`src/rtl/asip_loader_pkg.sv`:
```
`default_nettype none
// ============================================================================
//  Module      : asip_loader_pkg
//  Description : Shared types and constants for the instruction loader:
//                loader state encoding, instruction word width, bytes per
//                word and the width of the frame length field.
//  Revision    : 1.0 - initial release
// ============================================================================
package asip_loader_pkg;

  localparam int INSTR_W        = 32;
  localparam int BYTES_PER_WORD = 4;
  localparam int LEN_W          = 16;

  typedef enum logic [2:0] {
    IDLE   = 3'd0,
    LEN_LO = 3'd1,
    LEN_HI = 3'd2,
    DATA   = 3'd3,
    CHECK  = 3'd4,
    FINISH = 3'd5,
    FAIL   = 3'd6
  } state_t;

endpackage
`default_nettype wire

```
`src/rtl/instruction_loader_word_packer.sv`:
```
`default_nettype none
// ============================================================================
//  Module      : word_packer
//  Description : Packs a little-endian byte stream into 32-bit words. The
//                first byte of a word lands in bits [7:0]. When the last
//                byte of a word is strobed, the full word is presented on
//                the following cycle together with a one-cycle word_valid.
//  Ports       : clk, rst      - clock, synchronous active-high reset
//                clr           - synchronous clear (start of a session)
//                byte_stb      - byte_in is consumed this cycle
//                byte_in       - payload byte
//                lane          - index of the next byte within the word
//                word_valid    - one-cycle strobe, word holds a new value
//                word          - packed word (held until the next word)
//  Revision    : 1.0 - initial release
// ============================================================================
module word_packer
  import asip_loader_pkg::*;
(
  input  logic               clk,
  input  logic               rst,
  input  logic               clr,
  input  logic               byte_stb,
  input  logic [7:0]         byte_in,
  output logic [1:0]         lane,
  output logic               word_valid,
  output logic [INSTR_W-1:0] word
);

  // Lower three bytes collected so far; the fourth byte is merged in
  // directly when the word is emitted.
  logic [INSTR_W-9:0] low;

  always_ff @(posedge clk) begin
    if (rst || clr) begin
      lane       <= 2'd0;
      low        <= '0;
      word_valid <= 1'b0;
      word       <= '0;
    end else begin
      word_valid <= 1'b0;
      if (byte_stb) begin
        if (lane == 2'(BYTES_PER_WORD - 1)) begin
          word       <= {byte_in, low};
          word_valid <= 1'b1;
          lane       <= 2'd0;
        end else begin
          low[{lane, 3'b000} +: 8] <= byte_in;
          lane                     <= lane + 2'd1;
        end
      end
    end
  end

endmodule
`default_nettype wire

```
`src/rtl/instruction_loader.sv`:
```
`default_nettype none
// ============================================================================
//  Module      : instruction_loader
//  Description : Receives a program frame over a byte link (16-bit LE word
//                count, then 4*N LE payload bytes) and writes it into the
//                instruction memory. The core is held in reset from START
//                until a complete, valid program has been written.
//  Options     : LOADER_CHECKSUM_EN - frame carries one trailing byte equal
//                to the XOR of all payload bytes, checked in state CHECK.
//  Ports       : CLK, RST          - clock, synchronous active-high reset
//                START             - one-cycle pulse, begins a session
//                BYTE_IN/VALID     - host byte stream
//                BYTE_READY        - a byte is accepted this cycle
//                WE/WADDR/WDATA    - instruction memory write port
//                CORE_RST          - holds the pipeline in reset
//                BUSY              - session in progress
//                DONE              - one-cycle pulse on success
//                ERROR             - sticky failure flag
//  Revision    : 1.0 - initial release
// ============================================================================
module instruction_loader
  import asip_loader_pkg::*;
#(
  parameter int ADDR_W = 10
) (
  input  logic               CLK,
  input  logic               RST,
  input  logic               START,
  input  logic [7:0]         BYTE_IN,
  input  logic               BYTE_VALID,
  output logic               BYTE_READY,
  output logic               WE,
  output logic [ADDR_W-1:0]  WADDR,
  output logic [INSTR_W-1:0] WDATA,
  output logic               CORE_RST,
  output logic               BUSY,
  output logic               DONE,
  output logic               ERROR
);

  localparam int MAX_WORDS = 1 << ADDR_W;

`ifdef LOADER_CHECKSUM_EN
  localparam state_t AFTER_DATA = CHECK;
`else
  localparam state_t AFTER_DATA = FINISH;
`endif

  state_t             state;
  state_t             state_nxt;
  logic [7:0]         len_lo;
  logic [LEN_W-1:0]   len;
  logic [LEN_W-1:0]   len_rx;
  logic [ADDR_W:0]    addr;      // words written; one extra bit for N = capacity
  logic [ADDR_W:0]    rx_words;  // words fully received
  logic               xfer;
  logic               session_start;
  logic               len_over;
  logic               last_byte;
  logic               last_write;
  logic [1:0]         pk_lane;
  logic               pk_valid;
  logic [INSTR_W-1:0] pk_word;
`ifdef LOADER_CHECKSUM_EN
  logic [7:0]         csum;
`endif

  assign xfer          = BYTE_VALID && BYTE_READY;
  assign session_start = (state == IDLE) && START;
  assign len_rx        = {BYTE_IN, len_lo};
  assign len_over      = 32'(len_rx) > 32'(MAX_WORDS);
  // Final payload byte: stop accepting until the FSM leaves DATA.
  assign last_byte     = (state == DATA) && xfer &&
                         (pk_lane == 2'(BYTES_PER_WORD - 1)) &&
                         (32'(rx_words) + 32'd1 == 32'(len));
  assign last_write    = pk_valid && (32'(addr) + 32'd1 == 32'(len));

  word_packer u_packer (
    .clk        (CLK),
    .rst        (RST),
    .clr        (session_start),
    .byte_stb   (xfer && (state == DATA)),
    .byte_in    (BYTE_IN),
    .lane       (pk_lane),
    .word_valid (pk_valid),
    .word       (pk_word)
  );

  // The packer's outputs are already registered and reset with RST, which
  // also cancels any write that was pending when RST arrived.
  assign WE    = pk_valid;
  assign WADDR = addr[ADDR_W-1:0];
  assign WDATA = pk_word;

  always_comb begin
    state_nxt = state;
    case (state)
      IDLE:   if (START) state_nxt = LEN_LO;
      LEN_LO: if (xfer)  state_nxt = LEN_HI;
      LEN_HI: begin
        if (xfer) begin
          if (len_over)
            state_nxt = FAIL;
          else if (len_rx == '0)
            state_nxt = AFTER_DATA;
          else
            state_nxt = DATA;
        end
      end
      DATA:   if (last_write) state_nxt = AFTER_DATA;
      CHECK: begin
`ifdef LOADER_CHECKSUM_EN
        if (xfer) state_nxt = (BYTE_IN == csum) ? FINISH : FAIL;
`else
        state_nxt = FAIL;
`endif
      end
      FINISH: state_nxt = IDLE;
      FAIL:   state_nxt = IDLE;
      default: state_nxt = IDLE;
    endcase
  end

  always_ff @(posedge CLK) begin
    if (RST) begin
      state      <= IDLE;
      BYTE_READY <= 1'b0;
      CORE_RST   <= 1'b1;
      BUSY       <= 1'b0;
      DONE       <= 1'b0;
      ERROR      <= 1'b0;
      len_lo     <= '0;
      len        <= '0;
      addr       <= '0;
      rx_words   <= '0;
`ifdef LOADER_CHECKSUM_EN
      csum       <= '0;
`endif
    end else begin
      state <= state_nxt;
      BUSY  <= (state_nxt != IDLE);
      DONE  <= (state_nxt == FINISH);

      case (state_nxt)
        LEN_LO, LEN_HI, CHECK: BYTE_READY <= 1'b1;
        DATA:    BYTE_READY <= (state != DATA) || (BYTE_READY && !last_byte);
        default: BYTE_READY <= 1'b0;
      endcase

      if (session_start) begin
        ERROR    <= 1'b0;
        CORE_RST <= 1'b1;
        addr     <= '0;
        rx_words <= '0;
`ifdef LOADER_CHECKSUM_EN
        csum     <= '0;
`endif
      end

      if (state_nxt == FAIL)   ERROR    <= 1'b1;
      if (state_nxt == FINISH) CORE_RST <= 1'b0;

      if ((state == LEN_LO) && xfer) len_lo <= BYTE_IN;
      if ((state == LEN_HI) && xfer) len    <= len_rx;

      if (pk_valid) addr <= addr + (ADDR_W+1)'(1);

      if ((state == DATA) && xfer) begin
        if (pk_lane == 2'(BYTES_PER_WORD - 1))
          rx_words <= rx_words + (ADDR_W+1)'(1);
`ifdef LOADER_CHECKSUM_EN
        csum <= csum ^ BYTE_IN;
`endif
      end
    end
  end

endmodule
`default_nettype wire

```
`config.mk`:
```
export PLATFORM = sky130hd
export DESIGN_NAME = instruction_loader
export DESIGN_NICKNAME = d
export VERILOG_FILES = /design/src/rtl/asip_loader_pkg.sv /design/src/rtl/instruction_loader_word_packer.sv /design/src/rtl/instruction_loader.sv
export SDC_FILE = /design/constraint.sdc
export NUM_CORES = 1
export LEC_CHECK = 0
export BUFFER_PORTS_ARGS = -buffer_cell sky130_fd_sc_hd__buf_2
export CORE_MARGIN = 8
export CORE_UTILIZATION = 40
export DETAILED_ROUTE_END_ITERATION = 16
export SETUP_SLACK_MARGIN = 0.2
export SYNTH_ARGS = -nofsm -noshare
export SYNTH_HDL_FRONTEND = slang
export SYNTH_SLANG_ARGS = --single-unit
```
`constraint.sdc`:
```
create_clock -name CLK -period 6.1 [get_ports CLK]
set_input_delay 0 -clock CLK [delete_from_list [all_inputs] [get_ports CLK]]
set_output_delay 0 -clock CLK [all_outputs]
set_load 0.005 [all_outputs]
```
==> run metrics <==
period utilization 43.11%; post-synthesis xor/xnor area fraction 5.405%; floorplan core area 12620 um^2; fraction of layout cells with a size suffix above 1 14.82%; total setup violations reported at the end of the flow 0; Lkg Pwr 0.002192 uW; hold violation total from the final report 0; Syn Inst Count 641; most common library cell in the layout ignoring fill and taps nand2_1; drt via density 5.159; Routability Congestion 0.8805; number of max-capacitance violations reported 0; Synth Warn # 0; Final nets 702; die outline width 129.9 um; fraction of synthesized area in multiplexers 5.019%; complex-gate fraction of the synthesized area 13.75%; combined area of all synthesized cells 5185 um^2; clock slew seen by the registers of the worst setup and hold paths 0.05 ns; sink count of the clock tree 113; count of flip-flops with a built-in enable after synthesis 0; number of buffers inserted during clock tree synthesis 17; Critical Setup Path Class reg2reg; post-synthesis area per instance 8.089 um^2; starting DRC count in detailed routing 284; Overflow after GRT 0; number of cells traversed by the worst register-to-register path 7; Worst Setup End Kind flip-flop; combinational family with the most area after synthesis simple AND/OR/NAND/NOR gates; Non-Filler Cell Area, Final 6156 um^2; I/O pins 60; simple-gate share of the synthesized area 25.05%; proportion of synthesized chip area in sequential cells 43.63%; number of global-route vias before repair 4513; # diodes 0; setup fix buffers added after clock tree synthesis 0; Async S/R FF share, synth 0%; Worst Setup SP addr[0]; peak-usage layer in the global routing report met2; signal arrival time at the worst endpoint 2.93 ns; met2 routing resource usage after global routing 27.20%; first-pass GRT wire length 21950 um; top flip-flop cell by instance count after synthesis dfxtp_1; number of vias after detailed routing 4473; initial core utilization 41.09%; final sum of negative setup slack 0 ns; count of distinct cell types in the synthesized netlist 61; Post-Place Cell Area 5504 um^2; startpoint class of the critical path flip-flop; Reg2Reg Setup Slack 3.47 ns; clock network latency to the later pin of the worst-skew pair 0.41 ns; final routed DRC violation total 0; max_slew headroom 20.77%; critical register-to-register path startpoint addr[0]; Syn Nets 660; clk buf depth 2; Max Freq 380.3 MHz; placed wire-length estimate after detailed placement 9112 um; worst hold path cell count 2; class of the tightest hold or removal check in2reg; reg2reg end CORE_RST; Pre-Repair DR Iteration Count 4; met3 routing resource usage after global routing 4.366%; critical path capture point CORE_RST; quantity of I/O buffers inserted on ports 59; routed length per instance 15.11 um; minimum period implied by the final worst setup slack 2.630 ns; most frequent cells in the layout 117 x nand2_1, 113 x dfxtp_1, 73 x a21oi_1; run status finished, final reports clean; setup repair after global routing missed its margin false; combined global-route utilization of all metal layers 16.40%; total of flip-flops plus latches after synthesis 113; Pwr per Cell Area 286.3 nW/um^2; overall die area 16860 um^2; DRT antenna net count 0; number of antenna violations at the first check in global routing 0; master cell of the clock root buffer clkbuf_16; endpoint required time on the critical path 6.40 ns; Post-Route Skew 0.01714 ns; floorplan row count 41; Max rail drop VDD 0.1888 mV; largest net degree at the start of global routing 73; Critical Path Fanout Max 7; die outline height 129.9 um; post-synthesis share of cell area spent on full adders, half adders and majority gates 1.689%; aggregate routed wire length 13100 um; actual transition at the worst max-transition pin 1.185 ns; P&R area growth vs syn 18.73%; TritonCTS clock tree done; Final Max Slew Viols 0; Max H-tree Level 4; met1 usage in global routing 19.31%
## power by group
| group | internal, uW | switching (uW) | leakage (uW) |
|---|---|---|---|
| Combinational | 19.9 | 44.4 | 0.00101 |
| Clock | 616 | 332 | 0.000275 |
| Sequential | 744 | 6.08 | 0.000911 |
| Total | 1380 | 382 | 0.00219 |
## through the flow
| stage | total power, uW | util, % | instances | setup WS (ns) | hold WS [ns] |
|---|---|---|---|---|---|
| finish | 1763 | 48.78 | 867 | 3.470 | 0.1093 |
| global route | 1826 | 48.78 | 867 | 3.312 | 0.1339 |
| CTS | 1782 | 48.78 | 867 | 3.494 | 0.09687 |
| detailed placement | 826.3 | 43.61 | 828 | 3.561 | 0.3558 |
| global placement | 825.1 | 43.61 | 828 | 3.644 | 0.3555 |
| floorplan | 802.4 | - | 641 | 3.768 | 0.1360 |
## registers in the layout, summed over array words and instances, names as in the netlist
signal and flops:
len_lo 8, CORE_RST 1, u_packer.low 24, rx_words 11, ERROR 1, u_packer.lane 2
u_packer.word_valid 1, state 3, addr 11, BUSY 1, u_packer.word 32, DONE 1
len 16, BYTE_READY 1
## routing by layer
layer,part of all wire (%),vias up
met5,0,-
met4,0.52,0
met3,5.6,4
met2,50,90
met1,43,2101
li1,-,2278
## how the worst min path moves through the flow
stage,from,to
CTS,RST,len[2]
global route,RST,len[6]
finish,RST,addr[0]
global placement,BYTE_IN[5],u_packer.word[29]
detailed placement,BYTE_IN[7],u_packer.word[31]
floorplan,BYTE_IN[0],u_packer.word[24]
## cell usage after synthesis, types with 7 or more instances
library cell | number | area share, %
xnor2_1 | 18 | 3.0
clkbuf_1 | 31 | 2.2
o21ai_0 | 17 | 1.6
dfxtp_1 | 113 | 44
xor2_1 | 14 | 2.4
nor3b_1 | 7 | 1.0
nor2_1 | 64 | 4.6
ha_1 | 7 | 1.7
mux2i_1 | 26 | 5.0
a21oi_1 | 73 | 7.0
inv_1 | 13 | 0.94
buf_4 | 10 | 1.4
nand3_1 | 35 | 3.4
nor3_1 | 14 | 1.4
nand2_1 | 117 | 8.5
## final cells by class
class	instances	area [um^2]
fillers	1268	6464
multi-input cells	466	2649
flip-flops and latches	113	2262
clock buffers	21	460.4
repair buffers	71	405.4
well taps	172	215.2
clock inverters	10	111.4
inverters	14	52.55
## logic make-up (layout without fill, tap and decap cells)
logic type / after synthesis / in the layout
flip-flops: 113 / 113
multiplexers: 26 / 26
adder cells (fa/ha/maj): 7 / 7
XOR/XNOR: 32 / 32
buffers and inverters: 62 / 116
AND/OR/NAND/NOR: 279 / 279
AO/OA/AOI/OAI: 122 / 122
## critical path: stages, from the launching register on
cell and delay [ns]:
dfxtp_1 0.48, ha_1 0.34, nand4_1 0.27, o211ai_1 0.28, o211ai_1 0.13, or4_4 0.58, a41o_1 0.28, o22a_1 0.17
## repair_timing
action                                 4_1_cts  5_1_grt
endpoints found under the hold margin       40        0
resized for setup                            0        0
hold buffers                                 8        0
Power figures use the tool's default switching activity.
